--- src/rtl/rd_arb_pkg.sv ---
// rtl/rd_arb_pkg.sv - shared types and constants for the AXI read-channel arbiter
package rd_arb_pkg;

  typedef enum logic [1:0] {
    IDLE = 2'd0,
    ADDR = 2'd1,
    DATA = 2'd2
  } state_t;

  localparam logic [1:0] AXI_BURST_INCR = 2'b01;

  localparam int REQ_IFM = 0;
  localparam int REQ_WGT = 1;

  // AXI arsize encoding for a full-width beat of dw bits
  function automatic logic [2:0] axi_size(input int dw);
    return 3'($clog2(dw / 8));
  endfunction

endpackage

--- src/rtl/rd_arb_pick.sv ---
// rtl/rd_arb_pick.sv - two-way winner select, round-robin or fixed priority (RD_ARB_FIXED_PRIO_EN)
module rd_arb_pick
  import rd_arb_pkg::*;
(
  input  logic [1:0] i_req,
  input  logic       i_rr_ptr,
  output logic       o_any,
  output logic       o_grant
);

`ifdef RD_ARB_FIXED_PRIO_EN
  // Pointer is ignored when weights always win
  logic w_unused_ptr;
  assign w_unused_ptr = i_rr_ptr;
`endif

  // Winner: favoured requester if it asks, otherwise the other one
  always_comb begin
    o_any = |i_req;
`ifdef RD_ARB_FIXED_PRIO_EN
    o_grant = i_req[REQ_WGT];
`else
    o_grant = i_req[i_rr_ptr] ? i_rr_ptr : ~i_rr_ptr;
`endif
  end

endmodule

--- src/rtl/rd_arbiter.sv ---
// rtl/rd_arbiter.sv - one-burst-at-a-time AR/R scheduler for IFM and weight buffers (RD_ARB_FIXED_PRIO_EN selects fixed priority)
module rd_arbiter
  import rd_arb_pkg::*;
#(
  parameter int DW   = 32,
  parameter int AW   = 32,
  parameter int LENW = 8
) (
  input  logic              clk,
  input  logic              rst,
  input  logic [1:0]        req_valid,
  input  logic [2*AW-1:0]   req_addr,
  input  logic [2*LENW-1:0] req_len,
  output logic [1:0]        req_ready,
  output logic [DW-1:0]     rd_data,
  output logic [1:0]        rd_valid,
  output logic              rd_last,
  input  logic [1:0]        rd_ready,
  output logic [AW-1:0]     araddr,
  output logic [LENW-1:0]   arlen,
  output logic [2:0]        arsize,
  output logic [1:0]        arburst,
  output logic              arvalid,
  input  logic              arready,
  input  logic [DW-1:0]     rdata,
  input  logic              rvalid,
  input  logic              rlast,
  output logic              rready,
  output logic              busy,
  output logic              len_err
);

  state_t          r_state;
  state_t          w_state_nxt;
  logic            r_grant;
  logic            r_rr_ptr;
  logic            r_len_err;
  logic [AW-1:0]   r_addr;
  logic [LENW-1:0] r_len;
  logic [LENW:0]   r_beat_cnt;

  logic            w_any;
  logic            w_pick;
  logic            w_accept;
  logic            w_rready;
  logic            w_r_hs;
  logic            w_last_hs;
  logic            w_len_bad;
  logic            w_overrun;

  rd_arb_pick u_pick (
    .i_req    (req_valid),
    .i_rr_ptr (r_rr_ptr),
    .o_any    (w_any),
    .o_grant  (w_pick)
  );

  // No accept while reset is asserted, so a requester never sees a grant that is thrown away
  assign w_accept  = (r_state == IDLE) && w_any && !rst;
  assign w_rready  = rd_ready[r_grant];
  assign w_r_hs    = (r_state == DATA) && rvalid && w_rready;
  assign w_last_hs = w_r_hs && rlast;
  // beat_cnt counts beats before the current one, so a correct last beat sees beat_cnt == len
  assign w_len_bad = (r_beat_cnt != {1'b0, r_len});
  assign w_overrun = w_r_hs && !rlast && (r_beat_cnt > {1'b0, r_len});

  assign araddr  = r_addr;
  assign arlen   = r_len;
  assign arsize  = axi_size(DW);
  assign arburst = AXI_BURST_INCR;
  assign rd_data = rdata;
  assign busy    = (r_state != IDLE);
  assign len_err = r_len_err;

  // State register
  always_ff @(posedge clk) begin
    if (rst) begin
      r_state <= IDLE;
    end else begin
      r_state <= w_state_nxt;
    end
  end

  // Next state and per-state handshake outputs
  always_comb begin
    w_state_nxt = r_state;
    req_ready   = 2'b00;
    arvalid     = 1'b0;
    rready      = 1'b0;
    rd_valid    = 2'b00;
    rd_last     = 1'b0;
    case (r_state)
      IDLE: begin
        if (w_accept) begin
          req_ready[w_pick] = 1'b1;
          w_state_nxt       = ADDR;
        end
      end
      ADDR: begin
        arvalid = 1'b1;
        if (arready) begin
          w_state_nxt = DATA;
        end
      end
      DATA: begin
        rready            = w_rready;
        rd_valid[r_grant] = rvalid;
        rd_last           = rlast && rvalid;
        if (w_last_hs) begin
          w_state_nxt = IDLE;
        end
      end
      default: w_state_nxt = IDLE;
    endcase
  end

  // Burst context, beat counting, sticky length check and fairness pointer
  always_ff @(posedge clk) begin
    if (rst) begin
      r_grant    <= 1'b0;
      r_rr_ptr   <= 1'b0;
      r_len_err  <= 1'b0;
      r_addr     <= '0;
      r_len      <= '0;
      r_beat_cnt <= '0;
    end else begin
      if (w_accept) begin
        r_grant    <= w_pick;
        r_addr     <= w_pick ? req_addr[AW +: AW] : req_addr[0 +: AW];
        r_len      <= w_pick ? req_len[LENW +: LENW] : req_len[0 +: LENW];
        r_beat_cnt <= '0;
      end
      // Saturate so a runaway slave cannot wrap the counter back into range
      if (w_r_hs && (r_beat_cnt != '1)) begin
        r_beat_cnt <= r_beat_cnt + 1'b1;
      end
      if ((w_last_hs && w_len_bad) || w_overrun) begin
        r_len_err <= 1'b1;
      end
`ifndef RD_ARB_FIXED_PRIO_EN
      if (w_last_hs) begin
        r_rr_ptr <= ~r_grant;
      end
`endif
    end
  end

endmodule
--- config.mk ---
export PLATFORM = sky130hd
export DESIGN_NAME = rd_arbiter
export DESIGN_NICKNAME = d
export VERILOG_FILES = /design/src/rtl/rd_arb_pkg.sv /design/src/rtl/rd_arb_pick.sv /design/src/rtl/rd_arbiter.sv
export SDC_FILE = /design/constraint.sdc
export NUM_CORES = 1
export LEC_CHECK = 0
export CAP_MARGIN = 20
export CORE_ASPECT_RATIO = 0.9
export CORE_UTILIZATION = 38
export DETAILED_ROUTE_END_ITERATION = 6
export PLACE_DENSITY = 0.86
export SETUP_SLACK_MARGIN = 0.2
export SLEW_MARGIN = 5
export SYNTH_ARGS = -nofsm -noshare
export SYNTH_HDL_FRONTEND = slang
export SYNTH_SLANG_ARGS = --single-unit
--- constraint.sdc ---
create_clock -name clk -period 4.4 [get_ports clk]
set_input_delay 0.88 -clock clk [delete_from_list [all_inputs] [get_ports clk]]
set_output_delay 0.88 -clock clk [all_outputs]
set_load 0.02 [all_outputs]
==> results.json, run 1 <==
{
  "status": "completed",
  "irDropWorstVdd_uv": 151,
  "grt_max_degree": 87,
  "gr-usage-met3_pct": 6.56,
  "critical_path_required_ps": 3520,
  "critPathCaptureType": "primary output",
  "dieWidth_um": 95.5,
  "ys_seq_area_share_pct": 36.2,
  "critical_path_class": "primary input to primary output",
  "post-route-period-util_pct": 83.0,
  "max_freq_mhz": 274,
  "yosys_most_used_dff": "dfxtp_1",
  "coreArea_um2": 7580,
  "multiInputGateArea_um2": 1490,
  "max_cap_violations": 0,
  "clk_pin_slew_worst_paths_ps": 80,
  "relSlewSlack_pct": 46.4,
  "antenna_found_initial": 0,
  "synth-adder-area-share_pct": 4.19,
  "clk_latency_ps": 300,
  "yosys.area_share.simple_pct": 14.6,
  "yosys_warnings": 0,
  "grt_busiest_layer": "met2",
  "diodes": 0,
  "worst_slew_pin_slew_ps": 804,
  "worst_slack_ps": 750,
  "pre_cts_ws_ps": 767,
  "placed_cells": 519,
  "stdcell_area_um2": 4250,
  "dr_total_vias": 2652,
  "crit_chain": "clkdlybuf4s50_1 > nor2_1 > or4_1 > nor2_1 > clkdlybuf4s50_1",
  "fin_skew_ps": 10.5,
  "grt_use_total_pct": 17.9,
  "reg2reg_slack_ps": 2090,
  "grt_pass1_vias": 2422,
  "startpoint_type": "primary input",
  "die_h_um": 86.1,
  "synth_mux_area_share_pct": 14.1,
  "syn_to_final_growth_pct": 42.2,
  "yosysTopAreaCell": "dfxtp_1",
  "cts_resized": 0,
  "place_congestion": 0.765,
  "synthXorXnorAreaFrac_pct": 0.586,
  "syn_inst": 339,
  "clock_sinks": 54,
  "crit_fanout": 4,
  "pin_count": 207,
  "use_met2_pct": 29.4,
  "cts_tree": "built",
  "drt_iter0_markers": 57,
  "clock_tree.root_cell": "clkbuf_8",
  "synth_seq_cells": 54,
  "dieArea_um2": 8230,
  "hp-class": "flop to flop",
  "overflow": 0,
  "setup_viol_count_final": 0,
  "register_area_um2": 1080,
  "dpl_cell_area_um2": 4140,
  "synth-compound-area-share_pct": 15.3,
  "initial_core_util_pct": 39.4,
  "powerDensity_nw_per_um2": 303,
  "async_flop_share_pct": 0,
  "firstDrtPassIters": 6,
  "io_buffers": 137,
  "slew_viol_final": 0,
  "reg2regPathDepth": 9,
  "viasPerCell": 5.04,
  "drc": 0,
  "final.min_clock_period_ps": 3650,
  "antenna_left": 0,
  "wirelength_um": 7270,
  "fin_nets": 561,
  "tns_ps": 0,
  "min_path_cells": 2,
  "avgSynthCellArea_um2": 8.82,
  "cp_data_arrival_time_ps": 2770,
  "post_cts_buffers": 0,
  "yosysTopAreaCellShare_pct": 36.2,
  "synthDistinctLibCells": 38,
  "crit_buf_inv": 2,
  "rows": 30,
  "numCtsBuffers": 5,
  "cp.depth": 5,
  "fillers": 669,
  "htree_num_levels": 2,
  "critPathTopFamily": "buffers and inverters",
  "ctsHoldBuffers": 0,
  "wire_per_inst_um": 13.8,
  "grt_pass1_wl_um": 11500,
  "clockBufferDepth": 2,
  "cpPeakStageDelay_ps": 610,
  "drive_gt1_share_pct": 3.72,
  "synth_edf_count": 0,
  "crit_slowest_cell": "clkdlybuf4s50_1",
  "hold_viol_final": 0,
  "synth_top_family_by_area": "compound AO/OA/AOI/OAI gates",
  "synth.area.top_cells": "dfxtp_1 (36%), mux2i_1 (14%), a211oi_1 (11%), buf_4 (9.5%), nor2_1 (7.2%)",
  "grt_use_met1_pct": 22.0,
  "p_leak_uw": 0.00165,
  "rsz0062_at_grt": "no",
  "stdcell_count": 526,
  "dp_hpwl_um": 5560,
  "syn_area_um2": 2990
}
## cell type report
cell class,count,share of cell area [%]
clock buffer,6,1.94
clock inverter,1,0.707
inverter,14,1.24
multi-input combinational,215,35.2
sequential,54,25.4
tap,96,2.83
timing repair buffer,140,32.7
## state kept, by name, indices dropped and copies added, names as in the netlist
signal and count:
len_err 1, arlen 8, r_beat_cnt 9, r_rr_ptr 1
r_state 2, araddr 32, r_grant 1
## routing by layer
metal	part of all wire (%)	vias up
met5	0	-
met4	1.1	0
met3	8.6	11
met2	48	124
met1	42	1188
li1	-	1329
## Yosys cell counts, types with 2 or more instances
cell      number
buf_4         38
a21oi_1       10
nor3b_1        3
nor2_1        57
mux2i_1       41
xor2_1         2
inv_1         14
a211oi_1      43
a21o_1         2
ha_1          10
buf_2         14
nor2b_1        2
nor3_1         6
clkbuf_1       6
dfxtp_1       54
or4_1          2
conb_1         2
nand3_1        2
nand2_1        8
and3_1         5
## stage by stage
stage                     hold slack [ps]  total power (uW)  util (%)
after floorplan                       478               819         -
after global placement                462               952      54.6
after global routing                  515              1360      56.0
final                                 487              1290      56.0
after CTS                             490              1300      56.0
after detailed placement              476               963      54.6
## tightest hold or removal path, cell delays in order, from the launching register on
cell,delay [ps]
dfxtp_1,320
inv_1,50
o22ai_1,80
## final timing paths
kind / end / startpoint
max reg2reg: r_beat_cnt[7] / r_beat_cnt[1]
max: req_ready[1] / req_valid[1]
min: len_err / len_err
min reg2reg: len_err / len_err
## cells by family after synthesis
kind of cell,count (synthesis)
adder cells (fa/ha/maj),10
other,2
buffers and inverters,73
flip-flops,54
multiplexers,42
XOR/XNOR,2
AND/OR/NAND/NOR,92
AO/OA/AOI/OAI,64
## layout by cell type, fill, tap and decap left out, types with 2 or more instances in the layout
| master | n |
|---|---|
| a21oi_1 | 10 |
| inv_1 | 14 |
| mux2i_1 | 41 |
| buf_4 | 3 |
| nor2_1 | 57 |
| or4_1 | 2 |
| a211oi_1 | 43 |
| nor3b_1 | 3 |
| clkdlybuf4s50_1 | 136 |
| a21o_1 | 2 |
| ha_1 | 10 |
| nor3_1 | 6 |
| nor2b_1 | 2 |
| nand2_1 | 8 |
| and3_1 | 5 |
| dfxtp_1 | 54 |
| conb_1 | 5 |
| nand3_1 | 2 |
| xor2_1 | 2 |
| clkbuf_8 | 6 |
## power breakdown
group	switching, uW	internal (uW)	leakage [uW]
Sequential	26.4	528	0.000443
Clock	157	182	0.0000573
Combinational	187	208	0.00115
(Power assumes the default switching activity.)
==> run 2, diff against run 1 <==
--- a/config.mk
+++ b/config.mk
@@ -7,9 +7,9 @@
 export LEC_CHECK = 0
 export CAP_MARGIN = 20
 export CORE_ASPECT_RATIO = 0.9
-export CORE_UTILIZATION = 38
+export CORE_UTILIZATION = 36
 export DETAILED_ROUTE_END_ITERATION = 6
-export PLACE_DENSITY = 0.86
+export PLACE_DENSITY = 0.82
 export SETUP_SLACK_MARGIN = 0.2
 export SLEW_MARGIN = 5
 export SYNTH_ARGS = -nofsm -noshare
==> constraint.sdc (replaced) <==
create_clock -name clk -period 3.7 [get_ports clk]
set_input_delay 0.74 -clock clk [delete_from_list [all_inputs] [get_ports clk]]
set_output_delay 0.74 -clock clk [all_outputs]
set_load 0.02 [all_outputs]
==> results.json, run 2 (synthesis gave the netlist of run 1 again) <==
{
  "crit_fanout": 4,
  "coreArea_um2": 8030,
  "numCtsBuffers": 5,
  "grt_max_degree": 87,
  "critPathTopFamily": "buffers and inverters",
  "slew_viol_final": 0,
  "critical_path_required_ps": 2960,
  "cp_data_arrival_time_ps": 2610,
  "irDropWorstVdd_uv": 163,
  "dieArea_um2": 8670,
  "antenna_found_initial": 0,
  "fin_skew_ps": 7.16,
  "setup_viol_count_final": 0,
  "crit_slowest_cell": "clkdlybuf4s50_1",
  "relSlewSlack_pct": 45.1,
  "final.min_clock_period_ps": 3350,
  "dr_total_vias": 2615,
  "htree_num_levels": 2,
  "max_cap_violations": 0,
  "stdcell_count": 529,
  "place_congestion": 0.797,
  "tns_ps": 0,
  "clock_sinks": 54,
  "powerDensity_nw_per_um2": 359,
  "cts_tree": "built",
  "grt_use_total_pct": 16.3,
  "placed_cells": 522,
  "die_h_um": 88.4,
  "diodes": 0,
  "final_cell_mix": "clkdlybuf4s50_1 (136), nor2_1 (57), dfxtp_1 (54), a211oi_1 (43), mux2i_1 (41)",
  "rows": 31,
  "initial_core_util_pct": 37.2,
  "cts_resized": 0,
  "drt_iter0_markers": 68,
  "final_common_cell": "clkdlybuf4s50_1",
  "post-route-period-util_pct": 90.7,
  "worst_slew_pin_slew_ps": 823,
  "violations": "DRC",
  "dieWidth_um": 98.1,
  "reg2reg_slack_ps": 1410,
  "p_leak_uw": 0.00165,
  "grt_pass1_wl_um": 11300,
  "critPathCaptureType": "primary output",
  "wirelength_um": 7180,
  "clock_tree.root_cell": "clkbuf_8",
  "rsz0062_at_grt": "no",
  "pre_cts_ws_ps": 370,
  "dp_hpwl_um": 5550,
  "overflow": 0,
  "ctsHoldBuffers": 0,
  "hp-class": "flop to flop",
  "firstDrtPassIters": 7,
  "largest_register_ffs": 32,
  "clk_latency_ps": 300,
  "drc": 11,
  "syn_to_final_growth_pct": 42.3,
  "wire_per_inst_um": 13.6,
  "drive_gt1_share_pct": 3.72,
  "fin_nets": 561,
  "clk_pin_slew_worst_paths_ps": 80,
  "status": "complete, but fails checks",
  "crit_buf_inv": 2,
  "pin_count": 207,
  "viasPerCell": 4.94,
  "post_cts_buffers": 0,
  "worst_slack_ps": 345,
  "hold_viol_final": 0,
  "critical_path_class": "primary input to primary output",
  "io_buffers": 137,
  "max_freq_mhz": 298,
  "antenna_left": 0,
  "crit_chain": "clkdlybuf4s50_1 > nor2_1 > or4_1 > nor2_1 > clkdlybuf4s50_1",
  "clockBufferDepth": 2,
  "grt_pass1_vias": 2451,
  "startpoint_type": "primary input",
  "cpPeakStageDelay_ps": 600
}
[run 2: layout make-up]
cell class	instances	area, um2
inverters	14	52.6
clock inverters	1	30.0
multi-input cells	215	1490
well taps	99	124
repair buffers	140	1390
clock buffers	6	82.6
fillers	737	3780
flip-flops and latches	54	1080
[run 2: path summary, 6_finish.rpt]
| check | start | endpoint | depth (start not counted) |
|---|---|---|---|
| setup / recovery | req_valid[1] | req_ready[1] | 5 |
| setup reg to reg | r_beat_cnt[1] | r_beat_cnt[7] | 9 |
| hold reg to reg | len_err | len_err | 2 |
| hold / removal | len_err | len_err | 2 |
[run 2: worst reg2reg max path, cell delays in order (launching register included)]
cell	delay (ps)
dfxtp_1	360
ha_1	240
nand3_1	120
nor2_1	70
and3_1	180
ha_1	200
nor3_4	510
nand4_1	190
mux2_2	300
nor2_1	70
[run 2: metrics by stage]
stage	hold WS [ps]	area, um2	utilization (%)	total power [uW]
after global routing	498	4250	53.0	1620
after detailed placement	467	4140	51.6	1150
after global placement	462	4140	51.6	1130
final	481	4250	53.0	1530
after floorplan	478	3000	-	974
after CTS	480	4250	53.0	1550
[run 2: power by group]
group / switching, uW / total (uW) / leakage [uW] / internal [uW]
logic: 223 / 471 / 0.00115 / 247
clock network: 182 / 399 / 0.0000573 / 217
registers: 30.8 / 658 / 0.000443 / 628
[run 2: routing by layer]
layer | vias to the layer above | routed length (um) | part of all wire [%] | GRT usage [%]
met5 | - | 0 | 0 | 0
met4 | 0 | 71 | 0.99 | 5.10
met3 | 8 | 564 | 7.9 | 5.13
met2 | 111 | 3510 | 49 | 29.1
met1 | 1168 | 3030 | 42 | 18.7
li1 | 1328 | - | - | -
